<file path="src/rtl/seven_segment_scanner_pkg.sv">
`default_nettype none
// ----------------------------------------------------------------------------
// seven_segment_scanner_pkg : shared display timing constants and scan states
// Revision 1.0
// ----------------------------------------------------------------------------
package seven_segment_scanner_pkg;

   localparam int CLKS_PER_DIGIT_100MHZ = 100000;
   localparam int BLANK_CLKS_DEFAULT    = 1000;

   localparam int                    MAX_DIGITS = 16;
   localparam logic [MAX_DIGITS-1:0] ANODES_OFF = '1;

   typedef enum logic [0:0] {
      S_BLANK = 1'b0,
      S_ON    = 1'b1
   } scan_state_t;

endpackage
`default_nettype wire

</file>
<file path="src/rtl/seven_segment_scanner_slot_timer.sv">
`default_nettype none
// ----------------------------------------------------------------------------
// seven_segment_scanner_slot_timer : per-digit slot counter with wrap and
// end-of-blanking strobes.  Revision 1.0
// ----------------------------------------------------------------------------
module seven_segment_scanner_slot_timer
   import seven_segment_scanner_pkg::*;
#(
   parameter int CLKS_PER_DIGIT = CLKS_PER_DIGIT_100MHZ,
   parameter int BLANK_CLKS     = BLANK_CLKS_DEFAULT
)(
   input  logic i_Clk,
   input  logic i_Rst_n,
   output logic o_Wrap,
   output logic o_Blank_Done
);

   localparam int CNT_W = (CLKS_PER_DIGIT > 1) ? $clog2(CLKS_PER_DIGIT) : 1;

   logic [CNT_W-1:0] count_q, count_d;

   // Strobes are asserted in the last cycle before the event edge so that
   // registered consumers change state exactly on that edge.
   assign o_Wrap       = (count_q == CNT_W'(CLKS_PER_DIGIT - 1));
   assign o_Blank_Done = (count_q == CNT_W'(BLANK_CLKS - 1));

   always_comb begin
      count_d = count_q + CNT_W'(1);
      if (o_Wrap) begin
         count_d = '0;
      end
   end

   always_ff @(posedge i_Clk or negedge i_Rst_n) begin
      if (!i_Rst_n) begin
         count_q <= '0;
      end else begin
         count_q <= count_d;
      end
   end

endmodule
`default_nettype wire

</file>
<file path="src/rtl/seven_segment_scanner.sv">
`default_nettype none
// ----------------------------------------------------------------------------
// seven_segment_scanner : time-multiplexed common-anode hex display scanner
// with slot blanking, leading-zero suppression and tear-free loads. Rev 1.0
// ----------------------------------------------------------------------------
module seven_segment_scanner
   import seven_segment_scanner_pkg::*;
#(
   parameter  int NUM_DIGITS     = 4,
   parameter  int CLKS_PER_DIGIT = CLKS_PER_DIGIT_100MHZ,
   parameter  int BLANK_CLKS     = BLANK_CLKS_DEFAULT,
   parameter  int LZ_SUPPRESS    = 1,
   localparam int IDX_W          = (NUM_DIGITS > 1) ? $clog2(NUM_DIGITS) : 1,
   localparam int VAL_W          = 4 * NUM_DIGITS
)(
   input  logic             i_Clk,
   input  logic             i_Rst_n,
   input  logic             i_Enable,
   input  logic             i_Load,
   input  logic [VAL_W-1:0] i_Value,
   output logic [3:0]       o_Nibble,
   output logic [IDX_W-1:0] o_Digit_Idx,
   output logic [NUM_DIGITS-1:0] o_Anode,
   output logic             o_Frame_Start
);

   localparam logic [IDX_W-1:0] LAST_IDX = IDX_W'(NUM_DIGITS - 1);

   scan_state_t           state_q, state_d;
   logic [IDX_W-1:0]      idx_q, idx_d;
   logic [3:0]            nibble_q, nibble_d;
   logic [NUM_DIGITS-1:0] anode_q, anode_d;
   logic                  frame_start_q, frame_start_d;
   logic [VAL_W-1:0]      pending_q, pending_d;
   logic [VAL_W-1:0]      display_q, display_d;
   logic                  pending_flag_q, pending_flag_d;

   logic                  w_slot_wrap;
   logic                  w_blank_done;
   logic                  w_frame_wrap;
   logic [3:0]            w_digit_sel;
   logic                  w_upper_zero;
   logic                  w_lz_blank;
   logic [NUM_DIGITS-1:0] w_one_cold;

   seven_segment_scanner_slot_timer #(
      .CLKS_PER_DIGIT (CLKS_PER_DIGIT),
      .BLANK_CLKS     (BLANK_CLKS)
   ) u_slot_timer (
      .i_Clk        (i_Clk),
      .i_Rst_n      (i_Rst_n),
      .o_Wrap       (w_slot_wrap),
      .o_Blank_Done (w_blank_done)
   );

   assign w_frame_wrap = w_slot_wrap && (idx_q == LAST_IDX);

   always_comb begin
      idx_d = idx_q;
      if (w_slot_wrap) begin
         idx_d = (idx_q == LAST_IDX) ? '0 : idx_q + IDX_W'(1);
      end
   end

   always_comb begin
      state_d = state_q;
      case (state_q)
         S_BLANK: if (w_blank_done) state_d = S_ON;
         S_ON:    if (w_slot_wrap)  state_d = S_BLANK;
         default: state_d = S_BLANK;
      endcase
   end

   // Display only changes on the frame boundary; a load landing on that very
   // edge bypasses the pending register so it is not deferred a whole frame.
   always_comb begin
      pending_d      = pending_q;
      pending_flag_d = pending_flag_q;
      display_d      = display_q;
      if (w_frame_wrap) begin
         pending_flag_d = 1'b0;
         if (i_Load) begin
            display_d = i_Value;
         end else if (pending_flag_q) begin
            display_d = pending_q;
         end
      end else if (i_Load) begin
         pending_d      = i_Value;
         pending_flag_d = 1'b1;
      end
   end

   always_comb begin
      w_digit_sel  = 4'h0;
      w_upper_zero = 1'b1;
      for (int k = 0; k < NUM_DIGITS; k++) begin
         if (IDX_W'(k) == idx_d) begin
            w_digit_sel = display_d[4*k +: 4];
         end
         if ((IDX_W'(k) >= idx_d) && (display_d[4*k +: 4] != 4'h0)) begin
            w_upper_zero = 1'b0;
         end
      end
      w_lz_blank = (LZ_SUPPRESS != 0) && (idx_d != '0) && w_upper_zero;
   end

   for (genvar g = 0; g < NUM_DIGITS; g++) begin : g_one_cold
      assign w_one_cold[g] = (idx_d != IDX_W'(g));
   end

   // All outputs are computed from next-state values so that they line up
   // with the registered state in the same cycle.
   always_comb begin
      nibble_d = nibble_q;
      if (w_slot_wrap) begin
         nibble_d = w_digit_sel;
      end
      anode_d = ANODES_OFF[NUM_DIGITS-1:0];
      if ((state_d == S_ON) && i_Enable && !w_lz_blank) begin
         anode_d = w_one_cold;
      end
      frame_start_d = w_frame_wrap;
   end

   always_ff @(posedge i_Clk or negedge i_Rst_n) begin
      if (!i_Rst_n) begin
         state_q        <= S_BLANK;
         idx_q          <= '0;
         nibble_q       <= 4'h0;
         anode_q        <= ANODES_OFF[NUM_DIGITS-1:0];
         frame_start_q  <= 1'b0;
         pending_q      <= '0;
         display_q      <= '0;
         pending_flag_q <= 1'b0;
      end else begin
         state_q        <= state_d;
         idx_q          <= idx_d;
         nibble_q       <= nibble_d;
         anode_q        <= anode_d;
         frame_start_q  <= frame_start_d;
         pending_q      <= pending_d;
         display_q      <= display_d;
         pending_flag_q <= pending_flag_d;
      end
   end

   assign o_Nibble      = nibble_q;
   assign o_Digit_Idx   = idx_q;
   assign o_Anode       = anode_q;
   assign o_Frame_Start = frame_start_q;

endmodule
`default_nettype wire

</file>
<file path="config.mk">
export PLATFORM = sky130hd
export DESIGN_NAME = seven_segment_scanner
export DESIGN_NICKNAME = d
export VERILOG_FILES = /design/src/rtl/seven_segment_scanner_pkg.sv /design/src/rtl/seven_segment_scanner_slot_timer.sv /design/src/rtl/seven_segment_scanner.sv
export SDC_FILE = /design/constraint.sdc
export NUM_CORES = 1
export LEC_CHECK = 0
export ABC_CLOCK_PERIOD_IN_PS = 2500
export BUFFER_PORTS_ARGS = -buffer_cell sky130_fd_sc_hd__buf_2
export CELL_PAD_IN_SITES_DETAIL_PLACEMENT = 2
export CELL_PAD_IN_SITES_GLOBAL_PLACEMENT = 2
export CORE_MARGIN = 2
export CORE_UTILIZATION = 35
export CTS_CLUSTER_SIZE = 25
export DETAILED_ROUTE_END_ITERATION = 8
export PLACE_DENSITY = 0.73
export SETUP_SLACK_MARGIN = 0.15
export SYNTH_ARGS = -nofsm -noshare
export SYNTH_HDL_FRONTEND = slang
export SYNTH_HIERARCHICAL = 1
export SYNTH_SLANG_ARGS = --single-unit
</file>
<file path="constraint.sdc">
create_clock -name i_Clk -period 2.5 [get_ports i_Clk]
set_clock_uncertainty 0.2 [all_clocks]
set_input_delay 0.375 -clock i_Clk [delete_from_list [all_inputs] [get_ports i_Clk]]
set_output_delay 0.375 -clock i_Clk [all_outputs]
set_load 0.02 [all_outputs]
</file>
==> impl_metrics.xml, run 1 <==
<?xml version="1.0" encoding="UTF-8"?>
<metrics>
  <group name="status">
    <metric name="run_status" unit="">complete, but fails checks</metric>
    <metric name="failed_checks" unit="">negative setup slack</metric>
  </group>
  <group name="layout">
    <metric name="syn_to_final_growth" unit="%">49.40</metric>
    <metric name="fraction_of_final_layout_cells_with_drive_strength_greater_than_1" unit="">0.5686</metric>
    <metric name="mostFrequentLayoutCell" unit="">buf_4</metric>
    <metric name="fin_area" unit="µm²">4851</metric>
    <metric name="nNetsFinal" unit="">426</metric>
    <metric name="number_of_diodes" unit="">0</metric>
    <metric name="layout.cells.most_common_list" unit="">buf_4 (61), dfrtp_1 (57), buf_2 (30)</metric>
    <metric name="fill_cells" unit="">900</metric>
  </group>
  <group name="global_route">
    <metric name="global_route_wire_length_before_repair" unit="µm">20170</metric>
    <metric name="use_met3" unit="">0.04387</metric>
    <metric name="grt.met2_usage" unit="">0.4667</metric>
    <metric name="first_global_vias" unit="">3294</metric>
    <metric name="grt_antenna_before_repair" unit="">0</metric>
    <metric name="globalRouteTotalUtil" unit="">0.2756</metric>
    <metric name="grt_busiest_layer" unit="">met2</metric>
    <metric name="gr-total-overflow" unit="">0</metric>
    <metric name="grt.met1_usage" unit="">0.3445</metric>
    <metric name="maximum_number_of_pins_on_one_net_before_global_route_repair" unit="">37</metric>
  </group>
  <group name="worst_hold_path">
    <metric name="worst_hold_path_startpoint" unit="">i_Value[15]</metric>
    <metric name="hold_depth" unit="">2</metric>
    <metric name="whs_endpoint" unit="">pending_q[15]</metric>
    <metric name="min-delay-path-class" unit="">input port to flip-flop</metric>
  </group>
  <group name="pwr">
    <metric name="power.density_cell_area" unit="nW/µm²">458.4</metric>
    <metric name="static-leakage-power" unit="nW">2.149</metric>
    <metric name="peakVddDrop" unit="µV">434.6</metric>
  </group>
  <group name="floorplanning">
    <metric name="floorplan.die.height" unit="µm">100.3</metric>
    <metric name="std_cell_core_area" unit="µm²">9109</metric>
    <metric name="rows" unit="">35</metric>
    <metric name="floorplan.initialDensity" unit="">0.3565</metric>
    <metric name="ioPinCount" unit="">31</metric>
    <metric name="total_die_area" unit="µm²">10060</metric>
    <metric name="floorplan.die.width" unit="µm">100.3</metric>
  </group>
  <group name="yosys">
    <metric name="yosys_warnings" unit="">6</metric>
    <metric name="synth_async_sr_flop_share" unit="">1.000</metric>
    <metric name="syn-num-nets" unit="">316</metric>
    <metric name="synth.avg_cell_area" unit="µm²">11.08</metric>
    <metric name="synth-seq-area-share" unit="">0.4794</metric>
    <metric name="number_of_synthesized_flops_with_an_enable_pin" unit="">0</metric>
    <metric name="ys_ff_latch" unit="">62</metric>
    <metric name="synth_ff_type" unit="">dfrtp_1</metric>
    <metric name="syn-cell-area" unit="µm²">3247</metric>
    <metric name="post_synth_num_cell_types" unit="">58</metric>
    <metric name="post_synth_inst_count" unit="">293</metric>
  </group>
  <group name="drt">
    <metric name="total_via_count_after_detailed_routing" unit="">2997</metric>
    <metric name="drtPass1Iterations" unit="">4</metric>
    <metric name="drt-total-wl" unit="µm">15650</metric>
    <metric name="post-route-drc-count" unit="">0</metric>
    <metric name="drt_iter0_drc" unit="">196</metric>
    <metric name="detailed_route_wire_length_per_cell" unit="µm">30.14</metric>
    <metric name="ant_nets" unit="">0</metric>
    <metric name="vias_per_cell" unit="">5.775</metric>
  </group>
  <group name="timing">
    <metric name="maxSlewHeadroom" unit="">0.5714</metric>
    <metric name="finalSetupTns" unit="ns">-7.446</metric>
    <metric name="finalSetupViolations" unit="">32</metric>
    <metric name="rsz0062_at_grt" unit="">true</metric>
    <metric name="post-route-worst-setup-slack" unit="ns">-0.4936</metric>
    <metric name="fin_crit_sh" unit="">1.197</metric>
    <metric name="max_freq" unit="MHz">334.0</metric>
    <metric name="finalHoldViolCount" unit="">0</metric>
    <metric name="maxSlewViolCount" unit="">0</metric>
    <metric name="min_period" unit="ns">2.994</metric>
    <metric name="worst_pin_slew" unit="ns">0.6429</metric>
  </group>
  <group name="worst_setup_path">
    <metric name="r2r_cells" unit="">11</metric>
    <metric name="worstPathCellList" unit="">nor4_4 &gt; nand4_1 &gt; nor4_4 &gt; buf_6 &gt; buf_12 &gt; nand2_8 &gt; buf_12 &gt; a21oi_4 &gt; a21oi_2 &gt; or3_4 &gt; o31ai_4</metric>
    <metric name="cp_slowest_cell" unit="">dfrtp_1</metric>
    <metric name="endpoint_kind" unit="">flip-flop</metric>
    <metric name="worst_ep_arrival_time" unit="ns">3.08</metric>
    <metric name="kind_of_cell_with_the_highest_combined_delay_on_the_critical_path" unit="">simple AND/OR/NAND/NOR gates</metric>
    <metric name="critPathKind" unit="">flip-flop to flip-flop</metric>
    <metric name="worst_path_largest_cell_delay" unit="ns">0.42</metric>
    <metric name="timing.rr.start" unit="">u_slot_timer/count_q[13]</metric>
    <metric name="ff2ff_setup_slack" unit="ns">-0.49</metric>
    <metric name="path_buf_inv" unit="">3</metric>
    <metric name="worst-path-max-fanout" unit="">8</metric>
    <metric name="cp.required" unit="ns">2.58</metric>
    <metric name="worst_setup_path_start_kind" unit="">flip-flop</metric>
    <metric name="r2r_end" unit="">o_Anode[1]</metric>
  </group>
  <group name="cts">
    <metric name="htree_num_levels" unit="">3</metric>
    <metric name="clock_insertion_delay_worst_skew" unit="ns">0.37</metric>
    <metric name="cts_inserted_buffers" unit="">9</metric>
    <metric name="numClockSinks" unit="">62</metric>
    <metric name="cts.root.buffer_cell" unit="">clkbuf_8</metric>
    <metric name="clk_pin_slew" unit="ns">0.09</metric>
    <metric name="cts_max_path_buffers" unit="">2</metric>
    <metric name="cts_tree" unit="">done</metric>
  </group>
  <group name="placement">
    <metric name="detailed_place.area" unit="µm²">3856</metric>
    <metric name="placement.io_buffers" unit="">30</metric>
    <metric name="place_hpwl" unit="µm">7365</metric>
    <metric name="gp_routability_congestion" unit="">0.8242</metric>
  </group>
  <group name="run">
    <metric name="max_cap_violations" unit="">0</metric>
  </group>
</metrics>
==> flip-flops by register name, summed over array words and instances, names as in the netlist <==
| name | cells |
|---|---|
| o_Anode | 4 |
| o_Nibble | 4 |
| pending_q | 16 |
| state_q | 1 |
| display_q | 16 |
| o_Frame_Start | 1 |
| o_Digit_Idx | 2 |
| pending_flag_q | 1 |
| u_slot_timer/count_q | 17 |
==> per-stage QoR <==
step | setup slack, ns | cells | util | power, mW | hold WS, ns
3_5_place_dp | -0.2565 | 466 | 0.4234 | 1.204 | -0.0009336
4_1_cts | -0.2012 | 503 | 0.4891 | 2.161 | 0.07069
5_1_grt | -0.5829 | 519 | 0.5326 | 2.288 | 0.06133
3_3_place_gp | -0.1138 | 466 | 0.4234 | 1.198 | -0.001484
2_1_floorplan | -0.1777 | 293 | - | 1.136 | -0.1206
6_report | -0.4936 | 519 | 0.5326 | 2.224 | 0.07037
==> what timing repair did <==
action                                  in CTS  in global routing
resized for setup                           51                 52
endpoints found under the setup margin      39                 41
gates cloned                                 1                  0
hold buffers                                 1                  0
pin swaps                                    8                 12
endpoints found under the hold margin       22                  0
buffers inserted                            19                 16
==> per-layer routing <==
metal  vias to the layer above  part of all wire  routed length (µm)
li1                       1301                 -                   -
met1                      1574              0.41                6452
met2                        88              0.52                8141
met3                        34             0.031                 481
met4                         0             0.036                 568
met5                         -                 0                   0
==> cells by family (layout without fill, tap and decap cells) <==
| group | count (synthesis) | count (layout) | share of synthesized area |
|---|---|---|---|
| muxes | 21 | 21 | 0.07091 |
| xor gates and xnor gates | 16 | 16 | 0.04316 |
| buffers and inverters | 29 | 144 | 0.04740 |
| DFF | 62 | 62 | 0.4794 |
| AOI/OAI and AO/OA | 67 | 67 | 0.1480 |
| adders and majority gates | 3 | 3 | 0.01156 |
| and+or+nand+nor | 95 | 95 | 0.1996 |
==> area by class of cell <==
type	instances	area [µm²]	share of cell area
multi-input cells	202	1937	0.3993
flip-flops and latches	62	1558	0.3211
repair buffers	117	963.4	0.1986
clock buffers	12	155.1	0.03198
well taps	111	138.9	0.02863
inverters	11	53.80	0.01109
clock inverters	4	45.04	0.009286
==> cell usage after synthesis, types with 4 or more instances <==
master     n  area share
a21oi_1   14       0.022
a22oi_1    4      0.0092
buf_2      6      0.0092
buf_4      4      0.0092
clkbuf_1   5      0.0058
dfrtp_1   58        0.45
dfstp_2    4       0.032
inv_1      7      0.0081
mux2_2    15       0.052
mux2i_1    5       0.015
nand2_1   10       0.012
nand3_1    6      0.0092
nand4_1    7       0.013
nor2_1    13       0.015
nor2_2    11       0.021
nor3_1     7       0.011
nor4_2     4       0.015
o21ai_0    4      0.0062
o221ai_1   6       0.016
o22ai_1   15       0.029
o22ai_2    4       0.015
or2b_1     7       0.016
xnor2_1   11       0.030
xor2_1     5       0.013
==> where the power goes <==
part           internal, mW  total, mW  switching (mW)
combinational        0.0851      0.180          0.0950
clock                 0.512      0.986           0.475
sequential             1.03       1.06          0.0264
==> worst max-delay path by stage <==
stage / startpoint / to / cells after the start
after global routing: u_slot_timer/count_q[13] / o_Anode[1] / 11
after CTS: u_slot_timer/count_q[13] / o_Anode[1] / 10
after floorplan: u_slot_timer/count_q[13] / o_Anode[1] / 10
after detailed placement: u_slot_timer/count_q[13] / o_Anode[1] / 9
final: u_slot_timer/count_q[13] / o_Anode[1] / 11
after global placement: u_slot_timer/count_q[13] / o_Anode[1] / 10
Note: power is estimated with default switching activity, not from simulation.
==> run 2: changes to the inputs <==
--- a/config.mk
+++ b/config.mk
@@ -14,7 +14,6 @@
 export CTS_CLUSTER_SIZE = 25
 export DETAILED_ROUTE_END_ITERATION = 8
 export PLACE_DENSITY = 0.73
-export SETUP_SLACK_MARGIN = 0.15
 export SYNTH_ARGS = -nofsm -noshare
 export SYNTH_HDL_FRONTEND = slang
 export SYNTH_HIERARCHICAL = 1
==> impl_metrics.xml, run 2 (same netlist as run 1, synthesis figures left out) <==
<?xml version="1.0" encoding="UTF-8"?>
<metrics>
  <group name="status">
    <metric name="run_status" unit="">complete, but fails checks</metric>
    <metric name="failed_checks" unit="">negative setup slack</metric>
  </group>
  <group name="timing">
    <metric name="finalSetupViolations" unit="">24</metric>
    <metric name="post-route-worst-setup-slack" unit="ns">-0.3280</metric>
    <metric name="finalHoldViolCount" unit="">0</metric>
    <metric name="maxSlewHeadroom" unit="">0.5415</metric>
    <metric name="rsz0062_at_grt" unit="">true</metric>
    <metric name="final.hold.worst_slack" unit="ns">0.06447</metric>
    <metric name="min_period" unit="ns">2.828</metric>
    <metric name="fin_crit_sh" unit="">1.131</metric>
    <metric name="maxSlewViolCount" unit="">0</metric>
    <metric name="max_freq" unit="MHz">353.6</metric>
    <metric name="worst_pin_slew" unit="ns">0.6877</metric>
  </group>
  <group name="layout">
    <metric name="largest_register" unit="">u_slot_timer/count_q</metric>
    <metric name="number_of_diodes" unit="">0</metric>
    <metric name="syn_to_final_growth" unit="%">35.92</metric>
    <metric name="reg.largest.list" unit="">u_slot_timer/count_q x17, display_q x16, pending_q x16</metric>
    <metric name="nNetsFinal" unit="">400</metric>
    <metric name="flip_flop_count_of_the_largest_register_after_layout" unit="">17</metric>
    <metric name="sequential_cell_area" unit="µm²">1558</metric>
    <metric name="fill_cells" unit="">945</metric>
    <metric name="multi_input_area" unit="µm²">1797</metric>
    <metric name="layout.cells.most_common_list" unit="">dfrtp_1 (57), buf_4 (45), buf_2 (30)</metric>
    <metric name="mostFrequentLayoutCell" unit="">dfrtp_1</metric>
    <metric name="fraction_of_final_layout_cells_with_drive_strength_greater_than_1" unit="">0.5000</metric>
  </group>
  <group name="global_route">
    <metric name="grt_antenna_before_repair" unit="">0</metric>
    <metric name="gr-total-overflow" unit="">0</metric>
    <metric name="global_route_wire_length_before_repair" unit="µm">16470</metric>
    <metric name="maximum_number_of_pins_on_one_net_before_global_route_repair" unit="">59</metric>
    <metric name="first_global_vias" unit="">2956</metric>
    <metric name="globalRouteTotalUtil" unit="">0.2172</metric>
  </group>
  <group name="floorplanning">
    <metric name="floorplan.die.height" unit="µm">100.3</metric>
    <metric name="std_cell_core_area" unit="µm²">9109</metric>
    <metric name="floorplan.die.width" unit="µm">100.3</metric>
    <metric name="floorplan.initialDensity" unit="">0.3565</metric>
    <metric name="ioPinCount" unit="">31</metric>
    <metric name="rows" unit="">35</metric>
    <metric name="total_die_area" unit="µm²">10060</metric>
  </group>
  <group name="worst_setup_path">
    <metric name="kind_of_cell_with_the_highest_combined_delay_on_the_critical_path" unit="">simple AND/OR/NAND/NOR gates</metric>
    <metric name="cp_slowest_cell" unit="">dfrtp_1</metric>
    <metric name="worst_setup_path_start_kind" unit="">flip-flop</metric>
    <metric name="critPathKind" unit="">flip-flop to flip-flop</metric>
    <metric name="worst_ep_arrival_time" unit="ns">2.85</metric>
    <metric name="crit_start" unit="">u_slot_timer/count_q[13]</metric>
    <metric name="path_buf_inv" unit="">2</metric>
    <metric name="worstPathCellList" unit="">nor4_4 &gt; nand4_1 &gt; nor4_4 &gt; buf_6 &gt; nand3_4 &gt; buf_6 &gt; o22ai_1 &gt; nor3_1 &gt; o211ai_1 &gt; o221ai_1</metric>
    <metric name="endpoint_kind" unit="">flip-flop</metric>
    <metric name="cp.required" unit="ns">2.53</metric>
    <metric name="worst-path-max-fanout" unit="">7</metric>
    <metric name="ff2ff_setup_slack" unit="ns">-0.33</metric>
    <metric name="worst_path_largest_cell_delay" unit="ns">0.41</metric>
    <metric name="timing.rr.start" unit="">u_slot_timer/count_q[13]</metric>
  </group>
  <group name="placement">
    <metric name="place_hpwl" unit="µm">6858</metric>
    <metric name="placement.io_buffers" unit="">30</metric>
    <metric name="post-place-ws" unit="ns">-0.1787</metric>
    <metric name="gp_routability_congestion" unit="">0.7987</metric>
  </group>
  <group name="run">
    <metric name="max_cap_violations" unit="">0</metric>
  </group>
  <group name="worst_hold_path">
    <metric name="worst_hold_path_startpoint" unit="">i_Value[7]</metric>
    <metric name="min-delay-path-class" unit="">input port to flip-flop</metric>
  </group>
  <group name="pwr">
    <metric name="peakVddDrop" unit="µV">280.6</metric>
    <metric name="power.density_cell_area" unit="nW/µm²">476.4</metric>
    <metric name="totalPowerFinal" unit="mW">2.102</metric>
    <metric name="static-leakage-power" unit="nW">1.924</metric>
  </group>
  <group name="drt">
    <metric name="drtPass1Iterations" unit="">4</metric>
    <metric name="ant_nets" unit="">0</metric>
    <metric name="post-route-drc-count" unit="">0</metric>
    <metric name="vias_per_cell" unit="">5.625</metric>
    <metric name="drt-total-wl" unit="µm">11980</metric>
    <metric name="detailed_route_wire_length_per_cell" unit="µm">24.29</metric>
    <metric name="total_via_count_after_detailed_routing" unit="">2773</metric>
    <metric name="drt_iter0_drc" unit="">149</metric>
  </group>
  <group name="cts">
    <metric name="clock_insertion_delay_worst_skew" unit="ns">0.36</metric>
    <metric name="cts.root.buffer_cell" unit="">clkbuf_8</metric>
    <metric name="clk_pin_slew" unit="ns">0.08</metric>
    <metric name="cts_tree" unit="">done</metric>
    <metric name="htree_num_levels" unit="">3</metric>
    <metric name="cts_inserted_buffers" unit="">9</metric>
    <metric name="numClockSinks" unit="">62</metric>
    <metric name="cts_max_path_buffers" unit="">2</metric>
  </group>
</metrics>
==> run 2: changes by cell type in the layout (fill, tap and decap cells not counted), sizes merged <==
| cell | change |
|---|---|
| nor2 | +1 |
| buf | -28 |
| clkinv | +1 |
| nand2 | +1 |
| clkinvlp | +2 |
| clkbuf | -3 |
==> run 2: timing repair <==
| action | CTS | global route |
|---|---|---|
| buffers inserted | 3 | 11 |
| endpoints found under the setup margin | 34 | 32 |
| gates cloned | 0 | 2 |
| pin swaps | 3 | 11 |
| hold endpoints to repair | 58 | 0 |
| gates resized for setup | 30 | 29 |
| hold buffers | 1 | 0 |
==> run 2: worst reg2reg max path, cell delays in order (launching register included) <==
cell	delay, ns
dfrtp_1	0.41
nor4_4	0.31
nand4_1	0.20
nor4_4	0.26
buf_6	0.18
nand3_4	0.15
buf_6	0.21
o22ai_1	0.27
nor3_1	0.14
o211ai_1	0.24
o221ai_1	0.15
==> run 2: where the power goes <==
| group | total, mW | leakage, nW | internal, mW | switching (mW) |
|---|---|---|---|---|
| sequential | 1.05 | 0.768 | 1.03 | 0.0213 |
| combinational | 0.148 | 1.06 | 0.0653 | 0.0822 |
| clock | 0.902 | 0.0948 | 0.453 | 0.449 |
==> run 2: cell type report <==
type,instances,area share
Multi-Input combinational cell,204,0.4071
Sequential cell,62,0.3530
Timing Repair Buffer,89,0.1534
Tap cell,111,0.03147
Clock buffer,9,0.02807
Clock inverter,7,0.01474
Inverter,11,0.01219
==> run 2: through the flow <==
step / util / cell area (µm²) / instances / TNS [ns]
floorplan: - / 3292 / 293 / -0.1818
global placement: 0.4218 / 3842 / 464 / -0.1799
detailed placement: 0.4218 / 3842 / 464 / -0.7454
CTS: 0.4613 / 4202 / 484 / -2.576
global route: 0.4845 / 4413 / 493 / -7.583
finish: 0.4845 / 4413 / 493 / -4.571
==> run 2: path summary, 6_finish.rpt <==
| check | endpoint | cells past startpoint |
|---|---|---|
| max reg2reg | o_Nibble[1] | 10 |
| min reg2reg | pending_q[6] | 1 |
| min | pending_q[7] | 2 |
| max in group asynchronous | o_Anode[2] | 3 |
| max | o_Nibble[1] | 10 |
| min in group asynchronous | u_slot_timer/count_q[7] | 2 |
==> run 2: layer usage <==
metal | global-route usage | part of all wire | up-vias
met4 | 0.05479 | 0.017 | 0
met1 | 0.2909 | 0.43 | 1447
met2 | 0.3573 | 0.52 | 57
met5 | 0 | 0 | -
met3 | 0.04875 | 0.035 | 18
li1 | - | - | 1251
==> run 3: changes to the inputs <==
--- a/config.mk
+++ b/config.mk
@@ -13,7 +13,8 @@
 export CORE_UTILIZATION = 35
 export CTS_CLUSTER_SIZE = 25
 export DETAILED_ROUTE_END_ITERATION = 8
-export PLACE_DENSITY = 0.73
+export PLACE_DENSITY_LB_ADDON = 0.1
+export SKIP_LAST_GASP = 1
 export SYNTH_ARGS = -nofsm -noshare
 export SYNTH_HDL_FRONTEND = slang
 export SYNTH_HIERARCHICAL = 1
==> impl_metrics.xml, run 3 (same netlist as run 1, synthesis figures left out) <==
<?xml version="1.0" encoding="UTF-8"?>
<metrics>
  <group name="status">
    <metric name="run_status" unit="">complete, but fails checks</metric>
    <metric name="failed_checks" unit="">negative setup slack</metric>
  </group>
  <group name="cts">
    <metric name="htree_num_levels" unit="">3</metric>
    <metric name="clk_pin_slew" unit="ns">0.08</metric>
    <metric name="cts.root.buffer_cell" unit="">clkbuf_8</metric>
    <metric name="cts_inserted_buffers" unit="">9</metric>
    <metric name="cts_tree" unit="">done</metric>
    <metric name="cts_max_path_buffers" unit="">2</metric>
    <metric name="clock_insertion_delay_worst_skew" unit="ns">0.34</metric>
    <metric name="numClockSinks" unit="">62</metric>
  </group>
  <group name="timing">
    <metric name="finalHoldViolCount" unit="">0</metric>
    <metric name="max_freq" unit="MHz">378.1</metric>
    <metric name="worst_pin_slew" unit="ns">0.6081</metric>
    <metric name="post-route-worst-setup-slack" unit="ns">-0.1449</metric>
    <metric name="rsz0062_at_grt" unit="">true</metric>
    <metric name="final.hold.worst_slack" unit="ns">0.07589</metric>
    <metric name="maxSlewViolCount" unit="">0</metric>
    <metric name="finalSetupViolations" unit="">6</metric>
    <metric name="min_period" unit="ns">2.645</metric>
    <metric name="fin_crit_sh" unit="">1.058</metric>
    <metric name="maxSlewHeadroom" unit="">0.5946</metric>
  </group>
  <group name="placement">
    <metric name="place_hpwl" unit="µm">7031</metric>
    <metric name="gp_routability_congestion" unit="">0.7558</metric>
    <metric name="placement.io_buffers" unit="">30</metric>
    <metric name="detailed_place.area" unit="µm²">3880</metric>
    <metric name="post-place-ws" unit="ns">-0.2723</metric>
  </group>
  <group name="layout">
    <metric name="largest_register" unit="">u_slot_timer/count_q</metric>
    <metric name="fraction_of_final_layout_cells_with_drive_strength_greater_than_1" unit="">0.4683</metric>
    <metric name="syn_to_final_growth" unit="%">32.99</metric>
    <metric name="layout.cells.most_common_list" unit="">dfrtp_1 (57), buf_4 (48), buf_2 (30)</metric>
    <metric name="number_of_diodes" unit="">0</metric>
    <metric name="reg.largest.list" unit="">u_slot_timer/count_q x17, display_q x16, pending_q x16</metric>
    <metric name="mostFrequentLayoutCell" unit="">dfrtp_1</metric>
    <metric name="flip_flop_count_of_the_largest_register_after_layout" unit="">17</metric>
    <metric name="nNetsFinal" unit="">396</metric>
    <metric name="fin_area" unit="µm²">4318</metric>
  </group>
  <group name="worst_setup_path">
    <metric name="worst_setup_path_start_kind" unit="">flip-flop</metric>
    <metric name="worst-path-max-fanout" unit="">7</metric>
    <metric name="worst_ep_arrival_time" unit="ns">2.71</metric>
    <metric name="endpoint_kind" unit="">flip-flop</metric>
    <metric name="critPathKind" unit="">flip-flop to flip-flop</metric>
    <metric name="cp.required" unit="ns">2.56</metric>
  </group>
  <group name="pwr">
    <metric name="static-leakage-power" unit="nW">1.872</metric>
    <metric name="peakVddDrop" unit="µV">212.9</metric>
    <metric name="totalPowerFinal" unit="mW">2.216</metric>
    <metric name="power.density_cell_area" unit="nW/µm²">513.3</metric>
  </group>
  <group name="global_route">
    <metric name="gr-total-overflow" unit="">0</metric>
    <metric name="first_global_vias" unit="">2922</metric>
    <metric name="globalRouteTotalUtil" unit="">0.2066</metric>
    <metric name="grt_antenna_before_repair" unit="">0</metric>
    <metric name="maximum_number_of_pins_on_one_net_before_global_route_repair" unit="">63</metric>
    <metric name="global_route_wire_length_before_repair" unit="µm">15880</metric>
  </group>
  <group name="run">
    <metric name="max_cap_violations" unit="">0</metric>
  </group>
  <group name="drt">
    <metric name="ant_nets" unit="">0</metric>
    <metric name="drt-total-wl" unit="µm">9642</metric>
    <metric name="drt_iter0_drc" unit="">60</metric>
    <metric name="total_via_count_after_detailed_routing" unit="">2647</metric>
    <metric name="detailed_route_wire_length_per_cell" unit="µm">19.72</metric>
    <metric name="vias_per_cell" unit="">5.413</metric>
    <metric name="drtPass1Iterations" unit="">4</metric>
    <metric name="post-route-drc-count" unit="">0</metric>
  </group>
  <group name="floorplanning">
    <metric name="floorplan.die.height" unit="µm">100.3</metric>
    <metric name="floorplan.initialDensity" unit="">0.3565</metric>
    <metric name="total_die_area" unit="µm²">10060</metric>
    <metric name="rows" unit="">35</metric>
    <metric name="floorplan.die.width" unit="µm">100.3</metric>
    <metric name="ioPinCount" unit="">31</metric>
    <metric name="std_cell_core_area" unit="µm²">9109</metric>
  </group>
  <group name="worst_hold_path">
    <metric name="min-delay-path-class" unit="">input port to flip-flop</metric>
  </group>
</metrics>
run 3: cell count changes in the layout (fill, tap and decap cells not counted), moves of 3 or more:
cell	delta
clkinv_2	-4
buf_6	-3
buf_4	+3
buf_8	-4
run 3: worst paths after layout:
check / from / endpoint / slack (ns) / cells past startpoint
min in group asynchronous: i_Rst_n / o_Digit_Idx[0] / 0.36 / 3
max in group asynchronous: i_Rst_n / o_Anode[1] / 1.41 / 3
hold reg to reg: state_q / state_q / 0.30 / 1
setup reg to reg: u_slot_timer/count_q[13] / o_Anode[1] / -0.14 / 9
setup / recovery: u_slot_timer/count_q[13] / o_Anode[1] / -0.14 / 9
hold / removal: i_Value[2] / pending_q[2] / 0.08 / 2
run 3: per-layer routing:
layer,GRT usage,part of all wire,vias up
met3,0.03621,0.022,9
met1,0.2814,0.47,1366
li1,-,-,1241
met5,0,0,-
met4,0.05058,0.0088,0
met2,0.3423,0.50,31
run 3: layout make-up:
cell class / count / area [µm²]
well taps: 111 / 138.9
multi-input cells: 202 / 1698
repair buffers: 87 / 645.6
inverters: 11 / 53.80
fillers: 936 / 4791
clock inverters: 5 / 82.58
clock buffers: 11 / 141.4
flip-flops and latches: 62 / 1558
run 3: report_power, final:
part	switching, mW	internal (mW)	total [mW]	leakage, nW
clock	0.435	0.589	1.02	0.102
sequential	0.0198	1.03	1.05	0.768
combinational	0.0740	0.0678	0.142	1.00
run 3: stage by stage:
stage,util,instances,TNS (ns)
finish,0.4740,489,-0.5456
global route,0.4740,489,-3.738
floorplan,-,293,-0.1818
CTS,0.4641,488,-0.8919
detailed placement,0.4260,469,-2.810
global placement,0.4260,469,-0.3096
run 3: worst max-delay path, cell delays in order, from the launching register on:
cell and delay, ns:
dfrtp_1 0.41, nor4_4 0.32, nand4_1 0.18, nor4_4 0.20, buf_6 0.19, nand3_4 0.13
o22ai_2 0.17, a21oi_2 0.06, or4_4 0.55, o31ai_4 0.17
run 3: what timing repair did:
item	CTS	global route
cloned	0	0
hold buffers	1	0
endpoints found under the setup margin	24	27
gates resized for setup	19	16
buffers inserted	2	1
pin swaps	2	2
hold endpoints to repair	58	0
